### src/rtl/reorder_buffer.sv
// reorder_buffer: circular in-order commit buffer between issue/execute and
// the register file. Entries are allocated at the tail on issue, filled from
// the CDB out of order, and retired from the head in program order, at most
// one per cycle. A mispredicted branch that reaches commit flushes the whole
// buffer and raises clrOut for one cycle with the redirect PC on clrPc.
//
// Ports
//   clkIn, rstIn          clock (rising edge), async active-low reset
//   rdyIn                 global ready; low freezes all state and outputs
//   issue*                allocation request, destination, branch info
//   issueReady/issueROB   space available / tag to be allocated (= tail)
//   cdb*                  result broadcast: tag, data, branch outcome/target
//   q1*/q2*               operand lookups by tag, with same-cycle CDB bypass
//   write*                registered register-file commit port
//   clrOut/clrPc          registered mispredict flush pulse and redirect PC
module reorder_buffer #(
    parameter int ROB_WIDTH = 4,
    parameter int REG_WIDTH = 5
) (
    input  logic                 clkIn,
    input  logic                 rstIn,
    input  logic                 rdyIn,
    input  logic                 issueValid,
    output logic                 issueReady,
    input  logic [REG_WIDTH-1:0] issueDest,
    input  logic                 issueIsBranch,
    input  logic                 issuePredTaken,
    output logic [ROB_WIDTH-1:0] issueROB,
    input  logic                 cdbValid,
    input  logic [ROB_WIDTH-1:0] cdbROB,
    input  logic [31:0]          cdbData,
    input  logic                 cdbTaken,
    input  logic [31:0]          cdbTarget,
    input  logic [ROB_WIDTH-1:0] q1ROB,
    output logic                 q1Ready,
    output logic [31:0]          q1Data,
    input  logic [ROB_WIDTH-1:0] q2ROB,
    output logic                 q2Ready,
    output logic [31:0]          q2Data,
    output logic                 writeFlag,
    output logic [ROB_WIDTH-1:0] writeSrc,
    output logic [REG_WIDTH-1:0] writeReg,
    output logic [31:0]          writeData,
    output logic                 clrOut,
    output logic [31:0]          clrPc
);

    localparam int DEPTH = 1 << ROB_WIDTH;
    localparam logic [ROB_WIDTH:0]   FULL_COUNT = {1'b1, {ROB_WIDTH{1'b0}}};
    localparam logic [ROB_WIDTH:0]   CNT_ONE    = (ROB_WIDTH+1)'(1);
    localparam logic [ROB_WIDTH-1:0] PTR_ONE    = ROB_WIDTH'(1);

    logic [DEPTH-1:0]     valid;
    logic [DEPTH-1:0]     ready;
    logic [ROB_WIDTH-1:0] head;
    logic [ROB_WIDTH-1:0] tail;
    logic [ROB_WIDTH:0]   count;

    // Payload fields carry no reset: valid/ready gate every use of them.
    logic                 is_branch_q  [DEPTH];
    logic                 pred_taken_q [DEPTH];
    logic                 taken_q      [DEPTH];
    logic [REG_WIDTH-1:0] dest_q       [DEPTH];
    logic [31:0]          data_q       [DEPTH];
    logic [31:0]          target_q     [DEPTH];

    logic issue_fire;
    logic cdb_fire;
    logic commit_fire;
    logic mispredict;
    logic q1_hit;
    logic q2_hit;

    assign issueReady  = (count != FULL_COUNT) && !clrOut;
    assign issueROB    = tail;
    assign issue_fire  = issueValid && issueReady && rdyIn;
    // The cycle after a flush ignores the CDB: results belong to squashed work.
    assign cdb_fire    = cdbValid && rdyIn && valid[cdbROB] && !clrOut;
    assign commit_fire = (count != '0) && ready[head] && rdyIn;
    assign mispredict  = commit_fire && is_branch_q[head] &&
                         (taken_q[head] != pred_taken_q[head]);

    assign q1_hit  = cdbValid && (cdbROB == q1ROB) && valid[q1ROB];
    assign q2_hit  = cdbValid && (cdbROB == q2ROB) && valid[q2ROB];
    assign q1Ready = (valid[q1ROB] && ready[q1ROB]) || q1_hit;
    assign q2Ready = (valid[q2ROB] && ready[q2ROB]) || q2_hit;
    assign q1Data  = q1_hit ? cdbData : data_q[q1ROB];
    assign q2Data  = q2_hit ? cdbData : data_q[q2ROB];

    always_ff @(posedge clkIn or negedge rstIn) begin
        if (!rstIn) begin
            valid     <= '0;
            ready     <= '0;
            head      <= '0;
            tail      <= '0;
            count     <= '0;
            writeFlag <= 1'b0;
            writeSrc  <= '0;
            writeReg  <= '0;
            writeData <= '0;
            clrOut    <= 1'b0;
            clrPc     <= '0;
        end else if (rdyIn) begin
            writeFlag <= commit_fire && !is_branch_q[head];
            clrOut    <= mispredict;
            if (commit_fire) begin
                writeSrc  <= head;
                writeReg  <= dest_q[head];
                writeData <= data_q[head];
            end
            if (mispredict) begin
                clrPc <= target_q[head];
                valid <= '0;
                ready <= '0;
                head  <= '0;
                tail  <= '0;
                count <= '0;
            end else begin
                if (cdb_fire)
                    ready[cdbROB] <= 1'b1;
                // Commit clears after the CDB write so a late result to the
                // retiring head cannot resurrect it.
                if (commit_fire) begin
                    valid[head] <= 1'b0;
                    ready[head] <= 1'b0;
                    head        <= head + PTR_ONE;
                end
                if (issue_fire) begin
                    valid[tail] <= 1'b1;
                    ready[tail] <= 1'b0;
                    tail        <= tail + PTR_ONE;
                end
                case ({issue_fire, commit_fire})
                    2'b10:   count <= count + CNT_ONE;
                    2'b01:   count <= count - CNT_ONE;
                    default: count <= count;
                endcase
            end
        end
    end

    always_ff @(posedge clkIn) begin
        if (rdyIn && !mispredict) begin
            if (issue_fire) begin
                dest_q[tail]       <= issueDest;
                is_branch_q[tail]  <= issueIsBranch;
                pred_taken_q[tail] <= issuePredTaken;
            end
            if (cdb_fire) begin
                data_q[cdbROB]   <= cdbData;
                taken_q[cdbROB]  <= cdbTaken;
                target_q[cdbROB] <= cdbTarget;
            end
        end
    end

endmodule

### config.mk
export PLATFORM = sky130hd
export DESIGN_NAME = reorder_buffer
export DESIGN_NICKNAME = d
export VERILOG_FILES = /design/src/rtl/reorder_buffer.sv
export SDC_FILE = /design/constraint.sdc
export NUM_CORES = 2
export LEC_CHECK = 0
export CAP_MARGIN = 20
export CORE_UTILIZATION = 50
export DETAILED_ROUTE_END_ITERATION = 10
export PLACE_DENSITY = 0.68
export SLEW_MARGIN = 20
export SYNTH_ARGS = -nofsm -noshare
export SYNTH_HDL_FRONTEND = slang
export SYNTH_SLANG_ARGS = --single-unit
### constraint.sdc
create_clock -name clkIn -period 18.61 [get_ports clkIn]
set_input_delay 4.6525 -clock clkIn [delete_from_list [all_inputs] [get_ports clkIn]]
set_output_delay 4.6525 -clock clkIn [all_outputs]
set_load 0.01 [all_outputs]
; ---- After elaboration in Yosys (flattened, before gate mapping)
; Memory sizes are Yosys's and may differ from the RTL's. A register that Yosys moved wholly into a read port is not among the register bits.
; Cells that the tools add are included.
; W data, S select, Z words.
[totals]
regBits = 51
ramBits = 1152
in_bits = 89
out_inout_bits = 146
elab_cells = 122
n_memories = 6
[mem_list]
columns = name, words, word_bits, read_ports, rd_clocked_by_memory_dff, wr, line
row1 = data_q, 16, 32, 3, 1, 1, 64  ; logic [31:0] data_q [DEPTH];
row2 = target_q, 16, 32, 1, 1, 1, 65  ; logic [31:0] target_q [DEPTH];
row3 = dest_q, 16, 5, 1, 1, 1, 63  ; logic [REG_WIDTH-1:0] dest_q [DEPTH];
row4 = is_branch_q, 16, 1, 1, 0, 1, 60  ; logic is_branch_q [DEPTH];
row5 = pred_taken_q, 16, 1, 1, 0, 1, 61  ; logic pred_taken_q [DEPTH];
row6 = taken_q, 16, 1, 1, 0, 1, 62  ; logic taken_q [DEPTH];
[classes]
n_addsub = 4
n_lt_le_gt_ge = 8
n_eq_ne = 6
mux = 45
bitwise = 7
reduce_logical = 38
[ops]
columns = cell, n
row1 = $mux W16, 13
row2 = $mux W32, 2
row3 = $and A16 B16 Y16, 3
row4 = $not A16 Y16, 2
row5 = $or A16 B16 Y16, 2
row6 = $lt A4 B5 Y1 const B, 5
row7 = $bmux W1 S4, 6
row8 = $logic_and A1 B1 Y1, 21
row9 = $mux W4, 4
row10 = $mux W1, 15
row11 = $demux W1 S4, 3
row12 = $ge A4 B1 Y1 const B, 3
row13 = $pmux W5 S2, 1
row14 = $reduce_and A2 Y1, 5
row15 = $add A4 B1 Y4 const B, 2
row16 = $eq A4 B4 Y1, 2
row17 = $logic_not A1 Y1, 6
row18 = $add A5 B1 Y5 const B, 1
row19 = $mux W5, 1
row20 = $ne A5 B5 Y1 const B, 1
row21 = $reduce_bool A5 Y1, 1
row22 = $sub A5 B1 Y5 const B, 1
row23 = $reduce_bool A2 Y1, 2
row24 = $reduce_bool A3 Y1, 1
row25 = other kinds (4), 5

; ---- Depth between registers and ports, before layout
[depth]
ltp_word = 15
mapped_depth = 13
depth_no_buf = 11

; ---- Least setup slack after synthesis
; No wires, ideal clock.
[synth_timing]
path_kind = input port to flip-flop
start = input port cdbROB[0]
end = memory data_q[1][0], enable pin
setup_time_ns = 0.648
arrival_time_ns = 11.908
required_time_ns = 17.962
path_slack_ns = 6.053
path_stages = 7
n_path_buf = 2
cell_sequence = buf_2 mux4_2 mux4_2 nor2b_1 o21ai_1 buf_2 nor4_1
[synth_between]
elab_chain_cells = 7
[synth_rtl]
columns = element, line
row1 = "start, declared", 30  ; input logic [ROB_WIDTH-1:0] cdbROB,
row2 = $bmux W1 S4, 78  ; assign cdb_fire = cdbValid && rdyIn && valid[cdbROB] && !clrOut;
row3 = $mux W1 (not written as such), 78
row4 = $logic_and A1 B1 Y1 (2 in series), 78
row5 = $mux W1, 149  ; if (cdb_fire) begin
row6 = $mux W1, 143  ; if (rdyIn && !mispredict) begin
row7 = $mux W1 (not written as such), 150  ; data_q[cdbROB] <= cdbData;
row8 = "end, declared", 64
; Several ways; a longest one is shown, not always the timed one. The select of a mux whose other input is x is not followed.

; ---- Worst setup path in the final report
[layout_timing]
start = input port q2ROB[1]
end = output port q2Data[24]
[layout_between]
elab_chain_cells = 4
elab_cells_between_ends = 7
cone_classes = eq/ne (1) / mux (3) / reduce/logical (2) / memory (1)
[layout_rtl]
columns = element, line
row1 = "start, declared", 37  ; input logic [ROB_WIDTH-1:0] q2ROB,
row2 = $bmux W1 S4 / $eq A4 B4 Y1 (equally long branches), 84  ; assign q2_hit = cdbValid && (cdbROB == q2ROB) && valid[q2ROB];
row3 = $mux W1 (not written as such) / $logic_and A1 B1 Y1 (equally long branches), 84
row4 = $logic_and A1 B1 Y1, 84
row5 = $mux W32 (*), 88  ; assign q2Data = q2_hit ? cdbData : data_q[q2ROB];
row6 = "end, declared", 39  ; output logic [31:0] q2Data,
; Every way passes the cells marked *; elsewhere a longest branch is shown, timed or not. The select of a mux whose other input is x is not followed.

==> impl_metrics.toml <==
[global_routing]
grt_pass1_vias = 32051
antenna_found_initial = 9
grt_util_met1 = 0.354
grt_pass1_wl_um = 223000
grt_use_total = 0.267
grt_util_met2 = 0.445
grt_max_degree = 107
met3_usage = 0.0527
grt_overflow = 0
busiest_layer = "met2"

[clock_network]
clock-sinks = 1272
htreeDepth = 4
cts_tree = "built"
cts_made_buffers = 137
root_buffer = "clkbuf_16"
clk_pin_slew_ns = 0.05
clk_latency_ns = 0.76
cts_hold_buf = 0
ctsLongestPathBuffers = 3
cts_setup_buffers = 0
ctsResizeCount = 0

[yosys]
synth_top_cell_by_area = "edfxtp_1"
ys_seq_area_frac = 0.649
ys_warn_count = 0
synthFlopType = "edfxtp_1"
synthesis.area_sq_um = 58000
synth_common_cells = "1,152 x edfxtp_1, 702 x mux4_2, 145 x nand2_1"
synthTopCellsByArea = "edfxtp_1 60%, mux4_2 27%, dfrtp_1 5.2%, mux2_2 1.3%, nand2_1 0.94%"
ys_async_sr_fraction = 0.0943
ys_seq_elements = 1272
syn_inst = 2699
synth_edf_count = 1152
syn_area_per_cell_sq_um = 21.5
yosysUniqueCellTypes = 59
syn-num-nets = 2798
yosys.area.top_type_share = 0.597
post-synth-top-count-cell = "edfxtp_1"

[routing]
final_antenna_net_count = 0
initialDrtViolationCount = 3443
drc = 30
routedWlPerCell_um = 33.4
vias = 30306
viasPerCell = 6.64
finalWirelength_um = 153000
first_pass_iters = 9

[worst_setup_path]
r2r_start = "head[1]$_DFFE_PN0P_"
worst-r2r-setup-slack_ns = 11.76
path_class = "primary input to output port"
end_kind = "output port"
path_max_fanout = 71
cp.required_ns = 13.96
cp-endpoint = "q2Data[24]"
arrival_ns = 8.94
timing.rr.end = "data_q[10][13]$_DFFE_PP_"
crit_start = "q2ROB[1]"
r2r_cells = 11
cp-start-kind = "primary input"

[floorplan]
fp-row-count = 124
fp.dieW_um = 342
coreArea_sq_um = 115000
start_util = 0.506
boundaryPins = 235
die_area_sq_um = 117000
die_y_um = 342

[final_layout]
fill_cells = 8188
multiInputGateArea_sq_um = 19400
area_growth_pct = 14.4
drive_gt1_frac = 0.365
seq_area_sq_um = 37600
nNetsFinal = 3037
stdcell_count = 4565

[sta]
worst_slew_pin_slew_ns = 1.16
setup_violations = 0
finalMaxSlewViolations = 0
period_share = 0.731
grt_setup_unrepaired = "no"
setup_tns_ns = 0
finalClockSkew_ns = 0.0348
max_freq_ghz = 0.0735
hold_viol = 0
period_minus_slack_ns = 13.60
relSlewSlack = 0.228

[placement]
dp_cells = 4311
dp_hpwl_um = 83700
gp_congestion = 0.877
port_buffers = 234

[pwr]
powerDensity_nw_per_um2 = 125
ir_drop_mv = 0.114
cellLeakagePower_nw = 21.2

[job]
drv_cap = 0

[run_status]
violations = "design-rule violations"
outcome = "finished, violations left"

[worst_hold_path]
holdCritPathClass = "register to register"
## flip-flops by register name, indices dropped and copies added, names as in the netlist
signal,count
clrOut,1
target_q,512
writeFlag,1
pred_taken_q,16
clrPc,32
writeSrc,4
count,5
taken_q,16
valid,16
ready,16
writeData,32
issueROB,4
dest_q,80
head,4
is_branch_q,16
data_q,512
writeReg,5
## layer usage
metal / wire, um / up-vias
met5: 80 / -
met4: 4880 / 14
met3: 11800 / 300
met2: 78100 / 1449
met1: 57700 / 16375
li1: - / 12168
## placed cells by master (no fill, tap or decap), types with 20 or more instances in the layout
cell type / Yosys / layout
edfxtp_1: 1152 / 1152
mux4_2: 702 / 702
clkdlybuf4s50_1: 0 / 225
clkbuf_16: 0 / 144
nand2_1: 145 / 143
dfrtp_1: 120 / 116
mux2_2: 68 / 68
buf_4: 27 / 67
nand3_1: 38 / 38
clkbuf_1: 73 / 34
a21oi_1: 31 / 31
mux2_4: 30 / 30
nor2_1: 31 / 27
clkinv_1: 0 / 23
inv_1: 20 / 20
clkinv_2: 0 / 20
## final cells by class
type / count / area share
Sequential cell: 1272 / 0.567
Tap cell: 1512 / 0.0285
Antenna cell: 2 / 0.0000755
Multi-Input combinational cell: 1205 / 0.293
Clock buffer: 190 / 0.0588
Clock inverter: 62 / 0.00783
Timing Repair Buffer: 302 / 0.0433
Inverter: 20 / 0.00113
## critical path, stage by stage
cell and delay [ns]:
buf_6 0.59, buf_4 0.99, mux4_2 0.42, mux4_2 0.51, nand2_2 0.15, buf_4 0.53, mux2_2 0.41, clkdlybuf4s50_1 0.49
## metrics by stage
stage | cell area, sq um | hold WS, ns | util | worst slack [ns] | total power, mW
floorplan | 58000 | 0.507 | - | 6.05 | 4.94
global route | 66300 | 0.497 | 0.578 | 4.95 | 8.56
CTS | 66300 | 0.470 | 0.578 | 5.02 | 8.33
global placement | 61900 | 0.450 | 0.540 | 5.06 | 5.62
detailed placement | 61900 | 0.456 | 0.540 | 5.03 | 5.66
finish | 66300 | 0.465 | 0.578 | 5.01 | 8.26
## kinds of logic after synthesis
group / synth area share
flip-flops: 0.649
buffers and inverters: 0.0181
AO/OA/AOI/OAI: 0.0112
AND/OR/NAND/NOR: 0.0226
adder cells (fa/ha/maj): 0.00216
multiplexers: 0.295
XOR/XNOR: 0.00255
## worst min path at each step
stage	start	end	slack [ns]	cells after the start
2_1_floorplan	writeData[0]$_DFFE_PN0P_	writeData[0]$_DFFE_PN0P_	0.51	2
3_3_place_gp	writeData[31]$_DFFE_PN0P_	writeData[31]$_DFFE_PN0P_	0.45	2
3_5_place_dp	writeData[6]$_DFFE_PN0P_	writeData[6]$_DFFE_PN0P_	0.46	2
4_1_cts	writeData[6]$_DFFE_PN0P_	writeData[6]$_DFFE_PN0P_	0.47	2
5_1_grt	writeData[26]$_DFFE_PN0P_	writeData[26]$_DFFE_PN0P_	0.50	2
6_report	writeData[13]$_DFFE_PN0P_	writeData[13]$_DFFE_PN0P_	0.47	2
## power by group
| group | switching (mW) | internal [mW] | total, mW |
|---|---|---|---|
| clock network | 1.12 | 1.56 | 2.68 |
| registers | 0.166 | 3.25 | 3.42 |
| logic | 1.03 | 1.14 | 2.16 |
| total | 2.31 | 5.95 | 8.26 |
Note: power is estimated with default switching activity, not from simulation.
